===== src/rtl/bp_resolve_queue.sv =====
// Resolution queue for the global-history branch predictor: holds in-flight
// predictions from Decode until Memory resolves them, then emits redirect/flush and PHT update.
module bp_resolve_queue #(
  parameter int DEPTH     = 4,
  parameter int PC_WIDTH  = 32,
  parameter int IDX_WIDTH = 7,
  parameter int CNT_WIDTH = 32
) (
  input  logic                 clk,
  input  logic                 rst,
  input  logic                 push_valid,
  input  logic                 push_taken,
  input  logic [PC_WIDTH-1:0]  push_target,
  input  logic [PC_WIDTH-1:0]  push_fallthru,
  input  logic [IDX_WIDTH-1:0] push_idx,
  output logic                 push_ready,
  input  logic                 res_valid,
  input  logic                 res_taken,
  output logic                 redirect_valid,
  output logic [PC_WIDTH-1:0]  redirect_pc,
  output logic                 upd_valid,
  output logic [IDX_WIDTH-1:0] upd_idx,
  output logic                 upd_taken,
  output logic                 empty,
  output logic                 underflow_err,
  output logic [CNT_WIDTH-1:0] branch_cnt,
  output logic [CNT_WIDTH-1:0] mispred_cnt
);
  localparam int PW = (DEPTH > 1) ? $clog2(DEPTH) : 1;
  localparam logic [PW:0] FULL = PW'(0) + (PW+1)'(DEPTH);

  typedef struct packed {
    logic                 taken;
    logic [PC_WIDTH-1:0]  target;
    logic [PC_WIDTH-1:0]  fallthru;
    logic [IDX_WIDTH-1:0] idx;
  } entry_t;

  entry_t        mem [DEPTH];
  logic [PW-1:0] wrPtr, rdPtr;
  logic [PW:0]   count;

  entry_t head;
  logic   pop, mispred, pushAcc;

  assign push_ready = (count != FULL);
  assign empty      = (count == '0);

  assign head    = mem[rdPtr];
  assign pop     = res_valid && !empty;
  assign mispred = pop && (res_taken != head.taken);
  // Anything pushed alongside a mispredict is wrong-path and is dropped.
  assign pushAcc = push_valid && push_ready && !mispred;

  always_ff @(posedge clk) begin
    if (pushAcc) mem[wrPtr] <= '{taken: push_taken, target: push_target,
                                 fallthru: push_fallthru, idx: push_idx};
  end

  always_ff @(posedge clk) begin
    if (rst) begin
      wrPtr <= '0;
      rdPtr <= '0;
      count <= '0;
    end else if (mispred) begin
      // Flush: every younger entry was fetched down the wrong path.
      wrPtr <= '0;
      rdPtr <= '0;
      count <= '0;
    end else begin
      if (pushAcc) wrPtr <= wrPtr + 1'b1;
      if (pop)     rdPtr <= rdPtr + 1'b1;
      case ({pushAcc, pop})
        2'b10:   count <= count + 1'b1;
        2'b01:   count <= count - 1'b1;
        default: count <= count;
      endcase
    end
  end

  always_ff @(posedge clk) begin
    if (rst) begin
      redirect_valid <= 1'b0;
      redirect_pc    <= '0;
      upd_valid      <= 1'b0;
      upd_idx        <= '0;
      upd_taken      <= 1'b0;
      underflow_err  <= 1'b0;
      branch_cnt     <= '0;
      mispred_cnt    <= '0;
    end else begin
      redirect_valid <= mispred;
      upd_valid      <= pop;
      if (pop) begin
        redirect_pc <= res_taken ? head.target : head.fallthru;
        upd_idx     <= head.idx;
        upd_taken   <= res_taken;
        if (branch_cnt != '1) branch_cnt <= branch_cnt + 1'b1;
      end
      if (mispred && mispred_cnt != '1) mispred_cnt <= mispred_cnt + 1'b1;
      if (res_valid && empty) underflow_err <= 1'b1;
    end
  end
endmodule

===== config.mk =====
export PLATFORM = sky130hd
export DESIGN_NAME = bp_resolve_queue
export DESIGN_NICKNAME = d
export VERILOG_FILES = /design/src/rtl/bp_resolve_queue.sv
export SDC_FILE = /design/constraint.sdc
export NUM_CORES = 1
export LEC_CHECK = 0
export ABC_AREA = 1
export CAP_MARGIN = 25
export CORE_MARGIN = 2
export CORE_UTILIZATION = 56
export CTS_CLUSTER_DIAMETER = 50
export DETAILED_ROUTE_END_ITERATION = 16
export PLACE_DENSITY = 0.83
export SYNTH_ARGS = -nofsm -noshare
export SYNTH_HDL_FRONTEND = slang
export SYNTH_SLANG_ARGS = --single-unit

===== constraint.sdc =====
create_clock -name clk -period 5.1 [get_ports clk]
set_input_delay 0.51 -clock clk [delete_from_list [all_inputs] [get_ports clk]]
set_output_delay 0.51 -clock clk [all_outputs]
set_load 0.02 [all_outputs]

==> run summary, run 1 <==
The hold-fix buffer count after cts is 0. The number of nets in the synthesized netlist is 1794. The starting DRC count in detailed routing is 1541.

The site row count is 63. The CTS buffer count is 43. Buffers placed on the I/O ports in this run total 185. The flip-flop and latch count after synthesis is 404. The required time of the critical path came out at 5300 ps. The async set or reset register ratio after synthesis is 0%.

The setup clock skew after layout is 18.2 ps. The number of H-tree levels is 2. The worst path needs 3280 ps of the cycle, external delays included. The die extent in y is 178 µm. The run finished with clean final reports. The max-slew violation count is 0. The data arrival time at the worst-slack endpoint is 3490 ps.

The insertion delay of the later-clocked pin in the worst-skew pair is 550 ps. The number of buffers on the longest clock path came out at 3. The start point of the worst hold path is underflow_err$_SDFFE_PP0P_. The area growth from synthesis to layout is 21.3%. In this run the tightest slew margin relative to its limit is 34.2%.

The clock edge transition at the registers on the reported setup and hold paths came out at 60 ps. The fraction of final layout cells with drive strength greater than 1 came out at 6.91%. Measured in cells, the most critical reg-to-reg path has a length of 9. The wire length per cell is 18.8 µm. The count of final hold-check violations is 0.

The via count came out at 13200. The global-route wire length before repair is 67100 µm. The width of the die came out at 178 µm. The worst hold path stage count is 1. In this run the remaining antenna-violating nets after routing total 0. The floorplan step defined a die boundary enclosing 31600 µm².

The count of mapped cells out of synthesis is 1709. The cell area that synthesis handed to floorplanning was 16900 µm². The count of maximum capacitance violations came out at 0. The reg-to-reg setup timing slack came out at 1820 ps. TritonCTS built the clock tree. At the pin with the least slew margin, the transition time is 987 ps. The maximum VDD drop is 0.000376 V. The setup-violating endpoint count in the final report came out at 0. The combined global-route utilization of all metal layers came out at 27.2%. The remaining design rule violation count came out at 0.

The total power came out at 9.42 mW. The static power due to leakage is 7.19 nW. The detail-routed via count per cell came out at 5.73.

The number of distinct standard cells referenced by the synthesized netlist is 36. The core area is 29600 µm². The critical register-to-register path endpoint is mem[3][62]$_DFFE_PP_. The number of post-CTS setup repair buffers came out at 0. The number of antenna violations at the first check in global routing is 1.

The setup path with the least slack is of type flop to flop. Detailed placement finished with a half-perimeter wire length of 27100 µm. The pre-antenna-repair detailed-routing pass consisted of 6 iterations. For this configuration, the core starts out at a cell density of 57.0%. The ratio of final minimum period to clock period is 64.4%. In this run the mean area of a mapped cell was 9.88 µm². The min-delay analysis places its worst path in the category flop to flop. The via count of the first global-routing pass is 12900. The number of sinks on the clock net is 404. The congestion estimate from routability-driven global placement came to 0.931. STA classifies the critical path endpoint as a flop. In the synthesized netlist the dominant register cell turns out to be edfxtp_1. The number of synthesized flops with an enable pin came out at 288. The peak clock frequency supported by timing is 305 MHz. The sequential-to-total area share from yosys stat is 65.0%.

Power spread over the standard cell area amounts to 460 nW/µm². The path with the worst hold slack has its endpoint at underflow_err$_SDFFE_PP0P_. The setup total negative slack is 0 ps. In this run the clock root is driven by a clkbuf_16. In this run the count of I/O pins placed on the die edge is 186.

Setup repair after global routing left no endpoint under its margin. The number of synthesis warnings is 0. The sum of routed wire length over all layers is 43200 µm. The filler cells instantiated in the layout total 2134. The count of instances resized after the clock tree is built is 0. The peak fanout along the critical path is 50.

For this run, the post-layout net count is 1960. The worst setup path is launched from a flop. The global route total overflow is 0. The pin count of the biggest net entering global routing came out at 113.
-- flip-flops by register name, indices dropped and copies added, names as in the netlist, 2 cells and up, named ones only --
name / flops
branch_cnt: 32
count: 3
mem: 288
mispred_cnt: 32
rdPtr: 2
redirect_pc: 32
upd_idx: 7
wrPtr: 2
-- final cells by class --
cell class	instances	area, µm²	area share, %
Clock buffer	62	1200	5.85
Clock inverter	18	178	0.868
Sequential cell	404	11000	53.6
Tap cell	390	488	2.38
Antenna cell	1	2.50	0.0122
Multi-Input combinational cell	1150	5300	25.9
Timing Repair Buffer	201	2060	10.0
Inverter	75	283	1.38
-- report_power, final --
part           internal [mW]  switching (mW)  total (mW)
Clock                   1.71            1.28        2.99
Combinational          0.705            1.53        2.23
Sequential              3.99           0.212        4.20
Total                   6.40            3.02        9.42
-- cells in the final DEF (no fill, tap or decap), drive strengths merged, types with 17 or more instances in the layout --
cell / synthesis / routed
clkdlybuf4s50: 0 / 184
buf: 37 / 17
dfxtp: 116 / 116
inv: 75 / 78
o21ai: 153 / 153
clkbuf: 43 / 62
a21oi: 62 / 62
xor2: 18 / 18
nand3b: 19 / 19
o22ai: 60 / 60
edfxtp: 288 / 288
nand3: 49 / 49
nor2: 301 / 301
nand2: 447 / 447
-- cell usage after synthesis (3+ instances only) --
master / n / area share [%]
nand2_1: 433 / 9.6
nor2_1: 295 / 6.6
edfxtp_1: 288 / 51
o21ai_0: 152 / 4.5
dfxtp_1: 116 / 14
inv_1: 65 / 1.4
o22ai_1: 60 / 2.2
a21oi_1: 52 / 1.5
nand3_1: 47 / 1.4
clkbuf_1: 43 / 0.96
buf_2: 25 / 0.74
nand3b_1: 19 / 0.84
xor2_1: 18 / 0.93
nand2_2: 14 / 0.52
xnor2_1: 13 / 0.67
a21oi_2: 10 / 0.52
inv_2: 10 / 0.22
a31oi_1: 7 / 0.26
ha_1: 7 / 0.52
buf_1: 6 / 0.13
buf_4: 4 / 0.18
nor2_2: 4 / 0.15
nand4_1: 3 / 0.11
-- critical path: stages, from the launching register on --
cell	delay (ps)
dfxtp_4	570
clkinv_2	340
nand2_1	150
nand3_1	110
nand2_1	110
nand2_1	80
nand3_2	130
nand2_1	290
nor2_4	730
buf_12	380
-- metrics by stage --
step / setup slack [ps] / utilization (%) / instances / hold slack, ps / instance area [µm²]
2_1_floorplan: 550 / - / 1709 / 464 / 16900
3_3_place_gp: 1790 / 64.2 / 2216 / 445 / 19000
3_5_place_dp: 1680 / 64.3 / 2218 / 461 / 19100
4_1_cts: 1770 / 68.9 / 2298 / 475 / 20400
5_1_grt: 1560 / 69.1 / 2300 / 497 / 20500
6_report: 1820 / 69.1 / 2301 / 472 / 20500
-- layer usage --
metal  GRT usage [%]  part of all wire [%]  vias to the layer above
met5               0                     0                        -
met3            4.01                   9.3                       93
met1            35.7                    38                     6265
met4            9.87                   2.9                        0
li1                -                     -                     6107
met2            46.3                    49                      718
-- logic make-up (layout without fill, tap and decap cells) --
group                    Yosys count  in the layout  share of synthesized area [%]
AND/OR/NAND/NOR                  826            826                           19.7
flip-flops                       404            404                           65.0
AO/OA/AOI/OAI                    285            285                           9.21
buffers and inverters            155            356                           3.86
XOR/XNOR                          31             31                           1.61
adder cells (fa/ha/maj)            8              8                          0.637
other                              0              1                              0
-- worst max-delay path by stage --
stage | start | endpoint | slack [ps]
floorplan | flop | mem[0][0]$_DFFE_PP_ | 550
global placement | res_valid | count[2]$_SDFFE_PP0P_ | 1790
detailed placement | res_valid | count[2]$_SDFFE_PP0P_ | 1680
CTS | flop | mem[2][40]$_DFFE_PP_ | 1770
global route | flop | mem[2][40]$_DFFE_PP_ | 1560
finish | flop | mem[3][62]$_DFFE_PP_ | 1820
Power figures use the tool's default switching activity.
==> run 2, diff against run 1 <==
Clock period 5.1 ns to 3.1 ns, I/O delays scaled along.
==> run 2 against run 1 <==
Net effect:
- die area stayed put
- sequential share of layout area is 0.45 points lower
- clock skew is 15 ps higher
- hold slack worse by 250 ps
- first-iteration DRC count is 26% lower
- utilization is 0.58 points higher
- highest routed layer is now met5
==> run summary, run 2 (synthesized netlist as in run 1, its figures left out) <==
The required time of the critical path is 3600 ps (was 5300 ps). The total power is 15.8 mW (was 9.42 mW). The worst setup timing slack at the placement stage is 531 ps (was 1680 ps).

The utilization after layout came to 69.7% (was 69.1%). The reg-to-reg setup timing slack was 500 ps (was 1820 ps). Run status: finished, final reports clean (unchanged).

The number of H-tree levels came out at 2 (unchanged). The number of iterations in the first detailed-routing pass is 6 (unchanged). The wire length per cell came out at 17.9 µm (was 18.8 µm).

The dominant delay contributor by cell family on the critical path is buffers and inverters (was simple AND/OR/NAND/NOR gates). The peak clock frequency supported by timing was 384 MHz (was 305 MHz). The count of maximum capacitance violations came out at 0 (unchanged). The detailed-placement wirelength estimate came out at 26000 µm (was 27100 µm). Most frequent cells in the layout: nand2_1 (433), nor2_1 (290), edfxtp_1 (288) (unchanged). The area of combinational cells with multiple inputs is 5300 µm² (unchanged). The combined global-route utilization of all metal layers was 26.4% (was 27.2%). The transition time at the pin with the least slew margin was 926 ps (was 987 ps). The number of antenna violations at the first check in global routing came to 3 (was 1). The post-route worst setup slack came out at 496 ps (was 1820 ps). The tightest slew margin relative to the limit came out at 38.2% (was 34.2%). The count of instances resized after the clock tree is built was 0 (unchanged). The register containing the most flip-flops in the final layout was mem (unchanged). The class of the tightest hold or removal check is primary input to flop (was flop to flop). The switching component of the power came out at 4.90 mW (was 3.02 mW). The static power due to leakage is 7.30 nW (was 7.19 nW). The insertion delay of the later-clocked pin in the worst-skew pair is 550 ps (about the same).

The critical register-to-register path endpoint was redirect_pc[16]$_SDFFE_PP0P_ (was mem[3][62]$_DFFE_PP_). The cell area power density is 763 nW/µm² (was 460 nW/µm²). The peak fanout along the critical path came out at 87 (was 50). The final non-filler cell total was 2311 (was 2301). The ratio of final minimum period to clock period is 84.0% (was 64.4%).

The number of flip-flops in the largest register is 288 (unchanged). The width of the die came to 178 µm (unchanged). The path depth of the worst reg2reg path came out at 8 (was 9). The number of inserted filler cells in the final layout came out at 2105 (was 2134). The CTS buffer count came out at 42 (was 43). The critical setup path kind was flop to flop (unchanged). The maximum VDD drop came out at 0.000507 V (was 0.000376 V). The TritonCTS clock tree is yes (unchanged). The count of final hold-check violations came out at 0 (unchanged). The pin count of the biggest net entering global routing is 91 (was 113). The number of post-CTS setup repair buffers came to 0 (unchanged). The longest individual stage delay on the worst path came out at 730 ps (about the same). The layout-stage area growth over the synthesis result is 22.3% (was 21.3%). The count of buffers inserted at the top-level ports came out at 185 (unchanged).

The number of nets at the end of the flow came out at 1970 (was 1960). The worst hold path stage count came out at 4 (was 1). Cells along the critical path: buf_4 > buf_4 > o21ai_0 > o22ai_1 > nand2_1 > nand3_1 > nand2_1 > inv_1 (was clkinv_2 > nand2_1 > nand3_1 > nand2_1 > nand2_1 > nand3_2 > nand2_1 > nor2_4 > buf_12). The fraction of final layout cells with drive strength greater than 1 came out at 7.66% (was 6.91%). The clock edge transition at the registers on the reported setup and hold paths came out at 60 ps (about the same). The category of the worst setup path launch point is a flop (unchanged).

The max-slew violation count was 0 (unchanged). The number of buffers on the longest clock path came to 3 (unchanged). The via count of the first global-routing pass is 12700 (was 12900). The total area of sequential cells came to 11000 µm² (unchanged). The critical path's slowest cell is buf_4 (was nor2_4). The setup-violating endpoint count in the final report is 0 (unchanged).

The smallest hold slack came out at 227 ps (was 472 ps). The global route total overflow was 0 (unchanged). Unrepaired setup endpoints after global routing: false (unchanged).

The post-route minimum period came out at 2600 ps (was 3280 ps). The category of the worst setup path capture point is a flop (unchanged). The number of sinks on the clock net is 404 (unchanged).

The sequential share of power came out at 43.5% (was 44.6%). The setup clock skew after layout was 32.8 ps (was 18.2 ps). The terminating pin of the worst hold path is mispred_cnt[2]$_SDFFE_PP0P_ (was underflow_err$_SDFFE_PP0P_). The initial core utilization was 57.0% (unchanged).

The commonest non-fill, non-tap cell in the layout is nand2_1 (unchanged). The post-placement cell count came out at 2231 (was 2218). The via count came out at 12900 (was 13200). The instance count on the critical path is 8 (was 9). The die extent in y came out at 178 µm (unchanged). The remaining design rule violation count came out at 0 (unchanged). The start point of the worst hold path is rst (was underflow_err$_SDFFE_PP0P_). The global-route wire length before repair is 65600 µm (was 67100 µm). The detail-routed via count per cell came to 5.60 (was 5.73). The hold-fix buffer count after cts came out at 0 (unchanged). The count of buffering cells on the critical path with inverters included was 3 (was 2).

The number of nets with antenna violations after routing is 0 (unchanged). The core area came out at 29600 µm² (unchanged). The starting DRC count in detailed routing came to 1136 (was 1541). The switching share of power is 31.1% (was 32.0%). The area of the die came out at 31600 µm² (unchanged).

The sum of routed wire length over all layers came out at 41400 µm (was 43200 µm). The placer congestion estimate is 0.936 (was 0.931). The data arrival time at the worst-slack endpoint is 3110 ps (was 3490 ps). The site row count is 63 (unchanged).

The cell at the root of the clock tree was clkbuf_16 (unchanged). The design internal power came out at 10.9 mW (was 6.40 mW). The share of power burned in combinational logic is 23.3% (was 23.7%). The clock share of power is 33.2% (was 31.7%). The I/O pin total is 186 (unchanged).
run 2: cell count changes in the layout (fill, tap and decap cells not counted), sizes merged:
cell	previous run	this run
bufinv	1	6
diode	1	2
buf	17	28
clkbuf	62	52
clkinv	11	17
inv	78	75
run 2: cell type report:
| cell class | count | area share (%) |
|---|---|---|
| Antenna cell | 2 | 0.0242 |
| Clock buffer | 52 | 5.42 |
| Clock inverter | 26 | 1.70 |
| Inverter | 75 | 1.37 |
| Multi-Input combinational cell | 1150 | 25.6 |
| Sequential cell | 404 | 53.2 |
| Tap cell | 390 | 2.36 |
| Timing Repair Buffer | 212 | 10.3 |
run 2: worst reg2reg max path, cell delays in order, from the launching register on:
cell	delay, ps
dfxtp_4	440
buf_4	730
buf_4	590
o21ai_0	170
o22ai_1	310
nand2_1	110
nand3_1	120
nand2_1	50
inv_1	50
run 2: worst max path at each step:
stage	start	end	slack (ps)
after global routing	flop	redirect_pc[15]$_SDFFE_PP0P_	300
after global placement	res_taken	mem[3][40]$_DFFE_PP_	580
after detailed placement	res_taken	mem[3][45]$_DFFE_PP_	530
after floorplan	flop	mem[0][0]$_DFFE_PP_	-290
final	flop	redirect_pc[16]$_SDFFE_PP0P_	500
after CTS	flop	redirect_pc[16]$_SDFFE_PP0P_	540
run 2: routing by layer:
| metal | vias up | GRT usage [%] | wire, µm |
|---|---|---|---|
| li1 | 6139 | - | - |
| met3 | 84 | 4.84 | 3500 |
| met1 | 6145 | 33.6 | 16500 |
| met4 | 2 | 8.91 | 1030 |
| met2 | 576 | 45.7 | 20400 |
| met5 | - | 0 | 13 |
run 2: power groups by stage:
stage	registers [mW]	logic [mW]	clock network (mW)
finish	6.86	3.67	5.23
global route	6.91	4.01	5.50
CTS	6.85	3.67	5.26
detailed placement	6.96	3.63	0
global placement	6.93	3.50	0
floorplan	7.10	2.11	0
run 2: stage by stage:
step	cell area [µm²]	TNS [ps]
after floorplan	16900	-82610
after global placement	19200	0
after CTS	20600	0
after global routing	20600	0
after detailed placement	19200	0
final	20600	0
